`src/rtl/mic_pkg.sv`:
```
// Shared definitions for the microphone measurement sequencer.
// Contents:
//   BCD_W / CNT_W        digit width and edge-count width
//   MAX_COUNT_DEFAULT    saturation limit of the per-window edge count
//   gate_state_t         gate window FSM encoding
//   conv_state_t         sequential BCD converter FSM encoding
//   bcd4_t               four packed BCD digits, most significant first
package mic_pkg;

  localparam int BCD_W             = 4;
  localparam int CNT_W             = 14;
  localparam int MAX_COUNT_DEFAULT = 9999;

  typedef enum logic {
    G_IDLE = 1'b0,
    G_OPEN = 1'b1
  } gate_state_t;

  typedef enum logic [1:0] {
    C_IDLE  = 2'd0,
    C_SHIFT = 2'd1,
    C_PUB   = 2'd2
  } conv_state_t;

  typedef struct packed {
    logic [BCD_W-1:0] thousands;
    logic [BCD_W-1:0] hundreds;
    logic [BCD_W-1:0] tens;
    logic [BCD_W-1:0] ones;
  } bcd4_t;

endpackage

```
`src/rtl/mic_measure_sequencer_if.sv`:
```
// Signal bundle between the measurement sequencer and its environment.
// Signals:
//   enable       1 = run back-to-back gate windows
//   mic_in       raw mic comparator input, asynchronous to clk
//   thousands..ones  published BCD digits
//   update       one-cycle strobe in the cycle the digits change
//   overflow     last published window saturated
//   gate_active  a gate window is open
// Modports:
//   master  drives enable/mic_in, observes results (environment side)
//   slave   the sequencer itself
interface mic_measure_sequencer_if;
  import mic_pkg::*;

  logic             enable;
  logic             mic_in;
  logic [BCD_W-1:0] thousands;
  logic [BCD_W-1:0] hundreds;
  logic [BCD_W-1:0] tens;
  logic [BCD_W-1:0] ones;
  logic             update;
  logic             overflow;
  logic             gate_active;

  modport master (
    output enable, mic_in,
    input  thousands, hundreds, tens, ones, update, overflow, gate_active
  );

  modport slave (
    input  enable, mic_in,
    output thousands, hundreds, tens, ones, update, overflow, gate_active
  );

endinterface

```
`src/rtl/bcd_seq_converter.sv`:
```
// Sequential double-dabble binary-to-BCD converter.
// A start pulse while idle captures bin; CNT_W shift cycles follow, then one
// cycle with done=1 during which d3..d0 hold the result. Starts that arrive
// while busy are ignored.
// Ports:
//   clk, rst      clock, asynchronous active-high reset
//   start         capture bin and begin a conversion (ignored when busy)
//   bin           binary value, at most 9999
//   busy          conversion in progress (shift or publish cycle)
//   done          one cycle, result valid on d3..d0
//   d3..d0        BCD digits, d3 most significant
module bcd_seq_converter
  import mic_pkg::*;
(
  input  logic             clk,
  input  logic             rst,
  input  logic             start,
  input  logic [CNT_W-1:0] bin,
  output logic             busy,
  output logic             done,
  output logic [BCD_W-1:0] d3,
  output logic [BCD_W-1:0] d2,
  output logic [BCD_W-1:0] d1,
  output logic [BCD_W-1:0] d0
);

  conv_state_t        state;
  conv_state_t        state_nxt;
  logic [CNT_W-1:0]   bin_q;
  logic [4*BCD_W-1:0] bcd_q;
  logic [4*BCD_W-1:0] bcd_adj;
  logic [3:0]         iter_q;

  // NOTE: sequential state uses non-blocking assignments so every flop
  // samples the pre-edge values of the others, independent of block order.
  always_ff @(posedge clk or posedge rst) begin
    if (rst) state <= C_IDLE;
    else     state <= state_nxt;
  end

  // NOTE: every signal written here gets a default first, so no path
  // through the block leaves it unassigned and no latch is inferred.
  always_comb begin
    state_nxt = state;
    unique case (state)
      C_IDLE:  if (start) state_nxt = C_SHIFT;
      C_SHIFT: if (iter_q == 4'(CNT_W - 1)) state_nxt = C_PUB;
      C_PUB:   state_nxt = C_IDLE;
      default: state_nxt = C_IDLE;
    endcase
  end

  // Double-dabble correction: any digit >= 5 gets +3 before the shift so the
  // doubling carries correctly into the next decade.
  always_comb begin
    bcd_adj = bcd_q;
    for (int i = 0; i < 4; i++) begin
      if (bcd_q[i*BCD_W +: BCD_W] >= 4'd5)
        bcd_adj[i*BCD_W +: BCD_W] = bcd_q[i*BCD_W +: BCD_W] + 4'd3;
    end
  end

  always_ff @(posedge clk or posedge rst) begin
    if (rst) begin
      bin_q  <= '0;
      bcd_q  <= '0;
      iter_q <= '0;
    end else begin
      unique case (state)
        C_IDLE: begin
          if (start) begin
            bin_q  <= bin;
            bcd_q  <= '0;
            iter_q <= '0;
          end
        end
        C_SHIFT: begin
          {bcd_q, bin_q} <= {bcd_adj, bin_q} << 1;
          iter_q         <= iter_q + 4'd1;
        end
        default: ;
      endcase
    end
  end

  assign busy = (state != C_IDLE);
  assign done = (state == C_PUB);
  assign d3   = bcd_q[3*BCD_W +: BCD_W];
  assign d2   = bcd_q[2*BCD_W +: BCD_W];
  assign d1   = bcd_q[1*BCD_W +: BCD_W];
  assign d0   = bcd_q[0*BCD_W +: BCD_W];

endmodule

```
`src/rtl/mic_measure_sequencer.sv`:
```
// Microphone measurement sequencer.
// Synchronizes mic_in, counts its rising edges during fixed gate windows of
// GATE_CYCLES clocks, saturates at MAX_COUNT, converts each completed
// window's count to BCD and publishes it with a one-cycle update strobe,
// 16 cycles after the last window cycle.
// Ports:
//   clk   100 MHz system clock
//   rst   asynchronous active-high reset
//   bus   slave side of mic_measure_sequencer_if
//         (enable, mic_in in; thousands/hundreds/tens/ones, update,
//          overflow, gate_active out)
module mic_measure_sequencer
  import mic_pkg::*;
#(
  parameter int GATE_CYCLES = 100_000_000,
  parameter int SYNC_STAGES = 2,
  parameter int MAX_COUNT   = MAX_COUNT_DEFAULT
) (
  input  logic                  clk,
  input  logic                  rst,
  mic_measure_sequencer_if.slave bus
);

  localparam int WIN_W = $clog2(GATE_CYCLES);

  // ---------------- synchronizer and rising-edge detect ----------------
  logic [SYNC_STAGES-1:0] sync_q;
  logic                   mic_prev;
  logic                   edge_pulse;

  always_ff @(posedge clk or posedge rst) begin
    if (rst) begin
      sync_q   <= '0;
      mic_prev <= 1'b0;
    end else begin
      sync_q   <= {sync_q[SYNC_STAGES-2:0], bus.mic_in};
      mic_prev <= sync_q[SYNC_STAGES-1];
    end
  end

  assign edge_pulse = sync_q[SYNC_STAGES-1] & ~mic_prev;

  // ---------------- gate FSM and window counter ----------------
  gate_state_t      gate_state;
  gate_state_t      gate_nxt;
  logic [WIN_W-1:0] win_q;
  logic             win_last;
  logic             win_run;    // window open and not being aborted this cycle
  logic             handoff;    // window completes at the end of this cycle

  always_ff @(posedge clk or posedge rst) begin
    if (rst) gate_state <= G_IDLE;
    else     gate_state <= gate_nxt;
  end

  always_comb begin
    gate_nxt = gate_state;
    win_last = (win_q == WIN_W'(GATE_CYCLES - 1));
    win_run  = (gate_state == G_OPEN) && bus.enable;
    handoff  = win_run && win_last;
    unique case (gate_state)
      G_IDLE: if (bus.enable)  gate_nxt = G_OPEN;
      G_OPEN: if (!bus.enable) gate_nxt = G_IDLE;
    endcase
  end

  // The counter sits at 0 whenever the gate is idle, so a new window always
  // starts from cycle 0; wrapping at the last cycle gives back-to-back windows.
  always_ff @(posedge clk or posedge rst) begin
    if (rst)                       win_q <= '0;
    else if (win_run && !win_last) win_q <= win_q + WIN_W'(1);
    else                           win_q <= '0;
  end

  // ---------------- saturating edge counter ----------------
  logic [CNT_W-1:0] cnt_q;
  logic [CNT_W-1:0] cnt_sum;
  logic             ovf_q;
  logic             ovf_sum;

  // cnt_sum/ovf_sum include this cycle's edge, so an edge in the last window
  // cycle is part of the value handed to the converter.
  always_comb begin
    cnt_sum = cnt_q;
    ovf_sum = ovf_q;
    if (edge_pulse) begin
      if (cnt_q == CNT_W'(MAX_COUNT)) ovf_sum = 1'b1;
      else                            cnt_sum = cnt_q + CNT_W'(1);
    end
  end

  // Cleared when idle, on abort and at handoff: an edge in cycle 0 of the
  // next window then counts from a clean start.
  always_ff @(posedge clk or posedge rst) begin
    if (rst) begin
      cnt_q <= '0;
      ovf_q <= 1'b0;
    end else if (win_run && !win_last) begin
      cnt_q <= cnt_sum;
      ovf_q <= ovf_sum;
    end else begin
      cnt_q <= '0;
      ovf_q <= 1'b0;
    end
  end

  // ---------------- converter ----------------
  logic             conv_busy;
  logic             conv_done;
  logic             conv_ovf_q;   // overflow flag travelling with the conversion
  logic [BCD_W-1:0] d3, d2, d1, d0;

  bcd_seq_converter u_conv (
    .clk   (clk),
    .rst   (rst),
    .start (handoff),
    .bin   (cnt_sum),
    .busy  (conv_busy),
    .done  (conv_done),
    .d3    (d3),
    .d2    (d2),
    .d1    (d1),
    .d0    (d0)
  );

  always_ff @(posedge clk or posedge rst) begin
    if (rst)                        conv_ovf_q <= 1'b0;
    else if (handoff && !conv_busy) conv_ovf_q <= ovf_sum;
  end

  // ---------------- publish registers ----------------
  bcd4_t pub_q;
  logic  pub_ovf_q;
  logic  update_q;

  always_ff @(posedge clk or posedge rst) begin
    if (rst) begin
      pub_q     <= '0;
      pub_ovf_q <= 1'b0;
      update_q  <= 1'b0;
    end else begin
      update_q <= conv_done;
      if (conv_done) begin
        pub_q     <= '{thousands: d3, hundreds: d2, tens: d1, ones: d0};
        pub_ovf_q <= conv_ovf_q;
      end
    end
  end

  assign bus.thousands   = pub_q.thousands;
  assign bus.hundreds    = pub_q.hundreds;
  assign bus.tens        = pub_q.tens;
  assign bus.ones        = pub_q.ones;
  assign bus.overflow    = pub_ovf_q;
  assign bus.update      = update_q;
  assign bus.gate_active = (gate_state == G_OPEN);

endmodule

```
`src/flat_wrapper.sv`:
```
// flat-port wrapper written by rule: the top's interface ports become plain ports
module mic_measure_sequencer_flat import mic_pkg::*;
#(
  parameter int GATE_CYCLES = 100_000_000,
  parameter int SYNC_STAGES = 2,
  parameter int MAX_COUNT   = MAX_COUNT_DEFAULT
)
  (clk, rst, bus_enable, bus_mic_in, bus_thousands, bus_hundreds, bus_tens, bus_ones, bus_update, bus_overflow, bus_gate_active);
  mic_measure_sequencer_if bus_i ();
  input  logic clk;
  input  logic rst;
  input wire logic [$bits(bus_i.enable)-1:0] bus_enable;
  input wire logic [$bits(bus_i.mic_in)-1:0] bus_mic_in;
  output wire logic [$bits(bus_i.thousands)-1:0] bus_thousands;
  output wire logic [$bits(bus_i.hundreds)-1:0] bus_hundreds;
  output wire logic [$bits(bus_i.tens)-1:0] bus_tens;
  output wire logic [$bits(bus_i.ones)-1:0] bus_ones;
  output wire logic [$bits(bus_i.update)-1:0] bus_update;
  output wire logic [$bits(bus_i.overflow)-1:0] bus_overflow;
  output wire logic [$bits(bus_i.gate_active)-1:0] bus_gate_active;
  assign bus_i.enable = bus_enable;
  assign bus_i.mic_in = bus_mic_in;
  assign bus_thousands = bus_i.thousands;
  assign bus_hundreds = bus_i.hundreds;
  assign bus_tens = bus_i.tens;
  assign bus_ones = bus_i.ones;
  assign bus_update = bus_i.update;
  assign bus_overflow = bus_i.overflow;
  assign bus_gate_active = bus_i.gate_active;
  mic_measure_sequencer #(.GATE_CYCLES(GATE_CYCLES), .SYNC_STAGES(SYNC_STAGES), .MAX_COUNT(MAX_COUNT)) u_core (.clk(clk), .rst(rst), .bus(bus_i));
endmodule
```
`config.mk`:
```
export PLATFORM = sky130hd
export DESIGN_NAME = mic_measure_sequencer_flat
export DESIGN_NICKNAME = d
export VERILOG_FILES = /design/src/rtl/mic_pkg.sv /design/src/rtl/mic_measure_sequencer_if.sv /design/src/rtl/bcd_seq_converter.sv /design/src/rtl/mic_measure_sequencer.sv /design/src/flat_wrapper.sv
export SDC_FILE = /design/constraint.sdc
export NUM_CORES = 1
export LEC_CHECK = 0
export ABC_AREA = 1
export BUFFER_PORTS_ARGS = -buffer_cell sky130_fd_sc_hd__buf_2
export CAP_MARGIN = 10
export CORE_ASPECT_RATIO = 0.5
export CORE_MARGIN = 10
export CORE_UTILIZATION = 60
export DETAILED_ROUTE_END_ITERATION = 6
export PLACE_DENSITY = 0.84
export SYNTH_ARGS = -nofsm -noshare
export SYNTH_HDL_FRONTEND = slang
export SYNTH_SLANG_ARGS = --single-unit
```
`constraint.sdc`:
```
create_clock -name clk -period 4.5 [get_ports clk]
set_input_delay 0.9 -clock clk [delete_from_list [all_inputs] [get_ports clk]]
set_output_delay 0.9 -clock clk [all_outputs]
set_load 0.02 [all_outputs]
```
==> results.md, run 1 <==
* F_max at 0.390 GHz
* Crit path cell chain: inv_1 -> nand2_1 -> inv_1 -> nand2_1 -> xor2_1 -> or2_2 -> inv_1
* Minimum clock period at around 2.6 ns
* Die Wd at 153 µm
* DRT Wirelength at between 10 and 15 mm
* Worst EP required at 4.79 ns
* PwrDens at 296 nW/µm²
* Post-synthesis sequential area ratio at 0.479
* Syn avg cell area at 7.85 µm²
* Top cell by count, worst path: inv_1
* Pins Over Slew Limit at 0
* Initial Util at 0.611
* Final Net Count at 709
* H-tree levels at 3
* Mapped Cells at approximately 670
* Hold Crit Class: flip-flop to flip-flop
* EDFF count, synth at 0
* Synth-to-Final Area Change at 9.03%
* Dpl hpwl at 7.71 mm
* Crit path capture type: flip-flop
* CP delay by family, top: simple AND/OR/NAND/NOR gates
* Drt pass-1 iters at 5
* Slowest cell on crit path: inv_1
* Rel. slew slack at 0.312
* Core footprint at 8650 µm²
* DRC at 0
* Worst skew pair latency at 0.35 ns
* Clk buf depth at 2
* Dominant cell type by area after synthesis: dfrtp_1
* Setup CP Type: flip-flop to flip-flop
* Antenna violations before repair at 0
* Share of post-route cells with drive strength above 1 at 0.0831
* Largest net degree at the start of global routing at 79
* GRT Util Overall at 0.171
* Die height at around 86 µm
* Synth Net Count at 689
* Synth warn at 0
* Final Worst Setup Slack at 1.94 ns
* Die Area at approximately 13000 µm²
* Routed Antenna Nets at 0
* Unique masters post-synth at 29
* WL per Instance at approximately 13 µm
* Worst setup SP type: flip-flop
* Worst vdd ir at a little over 0.2 mV
* Worst Path Buf+Inv at 3
* Final Total Pwr at ~1.7 mW
* Synthesized area at 5280 µm²
* CTS clk-pin slew, worst paths at approximately 0.070 ns
* Ant. Diodes at 0
* Max_cap viols at 0
* Critical Path Fanout Max at 32
* Post-synth ARST share at 1.00
* Static leakage at 2.75 nW
* Num CTS Buffers at 9
* Pre-CTS WS at 1.97 ns
* Post CTS Setup Buffer Count at 0
* Root Buffer: clkbuf_16
* Clk_skew at 0.0103 ns
* Vias in the first global route at around 4200
* Most frequent cells in the layout: nand2_1 (176), dfrtp_1 (101), nor2_1 (80)
* RSZ-0062 raised after global routing: false
* First-pass GRT wire length at 19.3 mm
* Status: finished clean
* Routability Congestion at 0.933
* Placed insts at 799
* Slowest stage delay, CP at just over 0.8 ns
* Crit share post-route at 0.570
* TritonCTS clock tree: yes
* DP Area at 5470 µm²
* Row count at 24
* Ranking of synthesized cells by area: dfrtp_1 (48%), nand2_1 (13%), nand3_1 (5.7%), nor2_1 (5.7%), inv_1 (5.5%)
* Port buffer count at 22
* I/O pins at 23
* Cts hold-fix bufs at 0
* CTS sink count at 101
* Commonest non-fill, non-tap cell in the layout: nand2_1
* Tightest Pin Transition at 1.03 ns
* GRT overflow at 0
* Initial detailed-routing violation count at 409
* Finished Layout Cells at 815
* Final instance area at 5760 µm²
* Final hold vios at 0
* Final setup fails at 0
* Routed vias/inst at 5.45
* Post-CTS sizing at 0
* Top_reg_cell synth: dfrtp_1
* Yosys top cell area share at 0.479
* Critical Path AT at approximately 2.9 ns
* Register bit count reported by yosys at 101
* Via count at 4445
* Fin Setup TNS at 0 ns
==> layer usage <==
metal / global-route usage / wire length [µm] / vias to the layer above
met3: 0.0450 / 621 / 22
met2: 0.277 / 5000 / 131
li1: - / - / 2196
met1: 0.228 / 5190 / 2096
met4: 0.0413 / 131 / 0
met5: 0 / 0 / -
==> stage by stage <==
stage	hold slack, ns	utilization
detailed placement	0.350	0.632
floorplan	0.331	-
CTS	0.370	0.666
global placement	0.335	0.632
finish	0.371	0.666
global route	0.377	0.666
==> power by group <==
group / switching [mW] / internal (mW) / total (mW) / leakage, nW
logic: 0.0292 / 0.00440 / 0.0336 / 1.28
registers: 0.00227 / 0.910 / 0.912 / 1.32
clock network: 0.366 / 0.391 / 0.756 / 0.146
==> worst paths after layout <==
| path | cells past startpoint | slack [ns] | startpoint | to |
|---|---|---|---|---|
| setup / recovery | 7 | 1.94 | u_core.u_conv.state[1] | u_core.u_conv.iter_q[2] |
| hold / removal | 0 | 0.37 | u_core.sync_q[0] | u_core.sync_q[1] |
| setup reg to reg | 7 | 1.94 | u_core.u_conv.state[1] | u_core.u_conv.iter_q[2] |
| hold reg to reg | 0 | 0.37 | u_core.sync_q[0] | u_core.sync_q[1] |
| max in group asynchronous | 3 | 2.88 | rst | u_core.u_conv.bcd_q[0] |
| min in group asynchronous | 2 | 0.77 | rst | u_core.bus.overflow |
==> cell type report <==
| cell class | instances | area, µm² |
|---|---|---|
| Sequential cell | 101 | 2530 |
| Multi-Input combinational cell | 479 | 2380 |
| Timing Repair Buffer | 23 | 118 |
| Clock buffer | 9 | 225 |
| Fill cell | 695 | 2890 |
| Clock inverter | 7 | 65.1 |
| Inverter | 79 | 299 |
| Tap cell | 117 | 146 |
==> cells by family after synthesis <==
| family | Yosys count | share of synthesized area |
|---|---|---|
| fa+ha+maj | 12 | 0.0284 |
| compound gates | 79 | 0.0754 |
| flops | 101 | 0.479 |
| simple gates | 367 | 0.311 |
| xor+xnor | 21 | 0.0348 |
| buf+inv | 93 | 0.0713 |
==> flip-flops by register name, indices dropped and copies added, names as in the netlist, 2 cells and up <==
| register | cells |
|---|---|
| u_core.u_conv.bin_q | 14 |
| u_core.u_conv.bcd_q | 16 |
| u_core.bus.hundreds | 4 |
| u_core.bus.ones | 4 |
| u_core.u_conv.state | 2 |
| u_core.cnt_q | 14 |
| u_core.u_conv.iter_q | 4 |
| u_core.sync_q | 2 |
| u_core.bus.thousands | 4 |
| u_core.win_q | 27 |
| u_core.bus.tens | 4 |
==> Yosys cell counts (all sizes together), types with 6 or more instances <==
library cell / count
buf: 6
clkbuf: 8
nor3: 14
nand2: 181
a21oi: 22
xor2: 14
dfrtp: 101
xnor2: 7
nand4: 16
ha: 12
nand3: 61
o21ai: 56
inv: 79
nor2: 86
No activity file was read; power rests on OpenSTA's default activity.
==> run 2: changes to the inputs <==
Clock period 4.5 ns to 2.6 ns, I/O delays scaled along.
==> run 2 against run 1 <==
Effect of this change:
- register-to-register slack worse by 1.3 ns
- hold slack got worse by 0.19 ns
- sequential cell count did not move
- highest routed layer unchanged
==> results.md, run 2 (synthesis results as in run 1) <==
* Status: finished clean
* DRC at 0
* Fin Setup TNS at 0 ns
* Clk buf depth at 2
* Tightest Pin Transition at 0.807 ns
* Worst skew pair latency at 0.36 ns
* First-pass GRT wire length at around 19 mm
* Worst setup SP type: flip-flop
* Number of flip-flops in the largest register at 27
* Die Area at about 13000 µm²
* Critical Path Fanout Max at 19
* Ant. Diodes at 0
* Root Buffer: clkbuf_16
* Max_cap viols at 0
* Critical Path AT at about 2.2 ns
* Largest Register: u_core.win_q
* CTS sink count at roughly 100
* Most frequent cells in the layout: nand2_1 (176), dfrtp_1 (101), nor2_1 (80)
* TritonCTS clock tree: yes
* Via count at 4470
* Routability Congestion at approximately 0.92
* Die height at 86.3 µm
* GRT overflow at 0
* GRT Util Overall at 0.173
* Share of post-route cells with drive strength above 1 at 0.0869
* Rel. slew slack at 0.462
* Final setup fails at 0
* Routed vias/inst at 5.46
* Largest net degree at the start of global routing at 54
* Dpl hpwl at 7.92 mm
* GR Util met1 at 0.206
* RSZ-0062 raised after global routing: false
* Port buffer count at 22
* Antenna violations before repair at 0
* Static leakage at 2.77 nW
* Cts hold-fix bufs at 0
* CTS clk-pin slew, worst paths at 0.07 ns
* Post CTS Setup Buffer Count at 0
* PwrDens at 506 nW/µm²
* Crit path capture type: flip-flop
* Num CTS Buffers at 9
* Post-CTS sizing at 0
* Commonest non-fill, non-tap cell in the layout: nand2_1
* Most Crowded Layer GR: met2
* Final hold vios at 0
* Core footprint at between 8000 and 9000 µm²
* Final Net Count at 713
* Pins Over Slew Limit at 0
* Row count at 24
* Largest regs: u_core.win_q x27, u_core.u_conv.bcd_q x16
* Setup CP Type: flip-flop to flip-flop
* Initial Util at 0.611
* Die Wd at about 150 µm
* Hold Crit Class: input pin to async pin
* Routed Antenna Nets at 0
* Clk_skew at 0.0122 ns
* Worst vdd ir at 0.336 mV
* Minimum clock period at 2.00 ns
* Vias in the first global route at 4262
* DRT Wirelength at approximately 11 mm
* Synth-to-Final Area Change at 9.95%
* Placed insts at 803
* Worst EP required at 2.82 ns
* GR Util met3 at 0.0450
* H-tree levels at 3
* Initial detailed-routing violation count at 424
* WL per Instance at between 10 and 15 µm
* Finished Layout Cells at 819
* Crit share post-route at 0.770
* Drt pass-1 iters at 5
* F_max at 0.499 GHz
* Routing usage on met2 at 0.302
* I/O pins at 23
==> run 2: changes by cell type in the layout (fill, tap and decap cells not counted), moves of 2 or more <==
cell / before / now
clkinvlp_4: 0 / 2
buf_4: 1 / 3
inv_8: 3 / 1
buf_12: 0 / 2
==> run 2: final timing paths <==
path / startpoint / end / slack (ns) / cells past startpoint
min in group clk: bus_mic_in / u_core.sync_q[0] / 0.28 / 1
max in group asynchronous: rst / u_core.win_q[23] / 1.68 / 3
setup / recovery: u_core.win_q[0] / u_core.u_conv.bcd_q[5] / 0.60 / 8
setup reg to reg: u_core.win_q[0] / u_core.u_conv.bcd_q[5] / 0.60 / 8
hold / removal: rst / u_core.bus.gate_active / 0.18 / 2
hold reg to reg: u_core.sync_q[0] / u_core.sync_q[1] / 0.36 / 0
==> run 2: per-layer routing <==
metal | routed length [µm] | vias up
li1 | - | 2196
met1 | 5060 | 2112
met2 | 5380 | 135
met3 | 616 | 27
met4 | 257 | 0
met5 | 0 | -
==> run 2: cell type report <==
type	instances	area (µm²)
Clock buffer	10	229
Multi-Input combinational cell	479	2380
Fill cell	688	2840
Sequential cell	101	2530
Inverter	79	300
Timing Repair Buffer	27	173
Clock inverter	6	53.8
Tap cell	117	146
==> run 2: critical path, stage by stage (launching register included) <==
cell and delay (ns):
dfrtp_1 0.41, ha_1 0.32, nand3_4 0.15, inv_2 0.12
nand2_4 0.07, nor2_4 0.13, nand4_4 0.27, nand2_4 0.28
o21ai_0 0.12
==> run 2: power by group <==
part	total (mW)	switching (mW)	internal (mW)	leakage, nW
Combinational	0.0666	0.0529	0.0137	1.31
Sequential	1.58	0.00373	1.57	1.32
Clock	1.29	0.624	0.668	0.136
Total	2.94	0.681	2.26	2.77
==> run 2: through the flow <==
stage          power [mW]  cell area [µm²]  worst slack, ns  hold WS, ns  utilization
2_1_floorplan        1.65             5280            0.876        0.331            -
3_3_place_gp         1.68             5520            0.702        0.333        0.639
3_5_place_dp         1.68             5520            0.598        0.348        0.639
4_1_cts              2.96             5810            0.594        0.189        0.671
5_1_grt              3.04             5810            0.471        0.207        0.671
6_report             2.94             5810            0.597        0.177        0.671
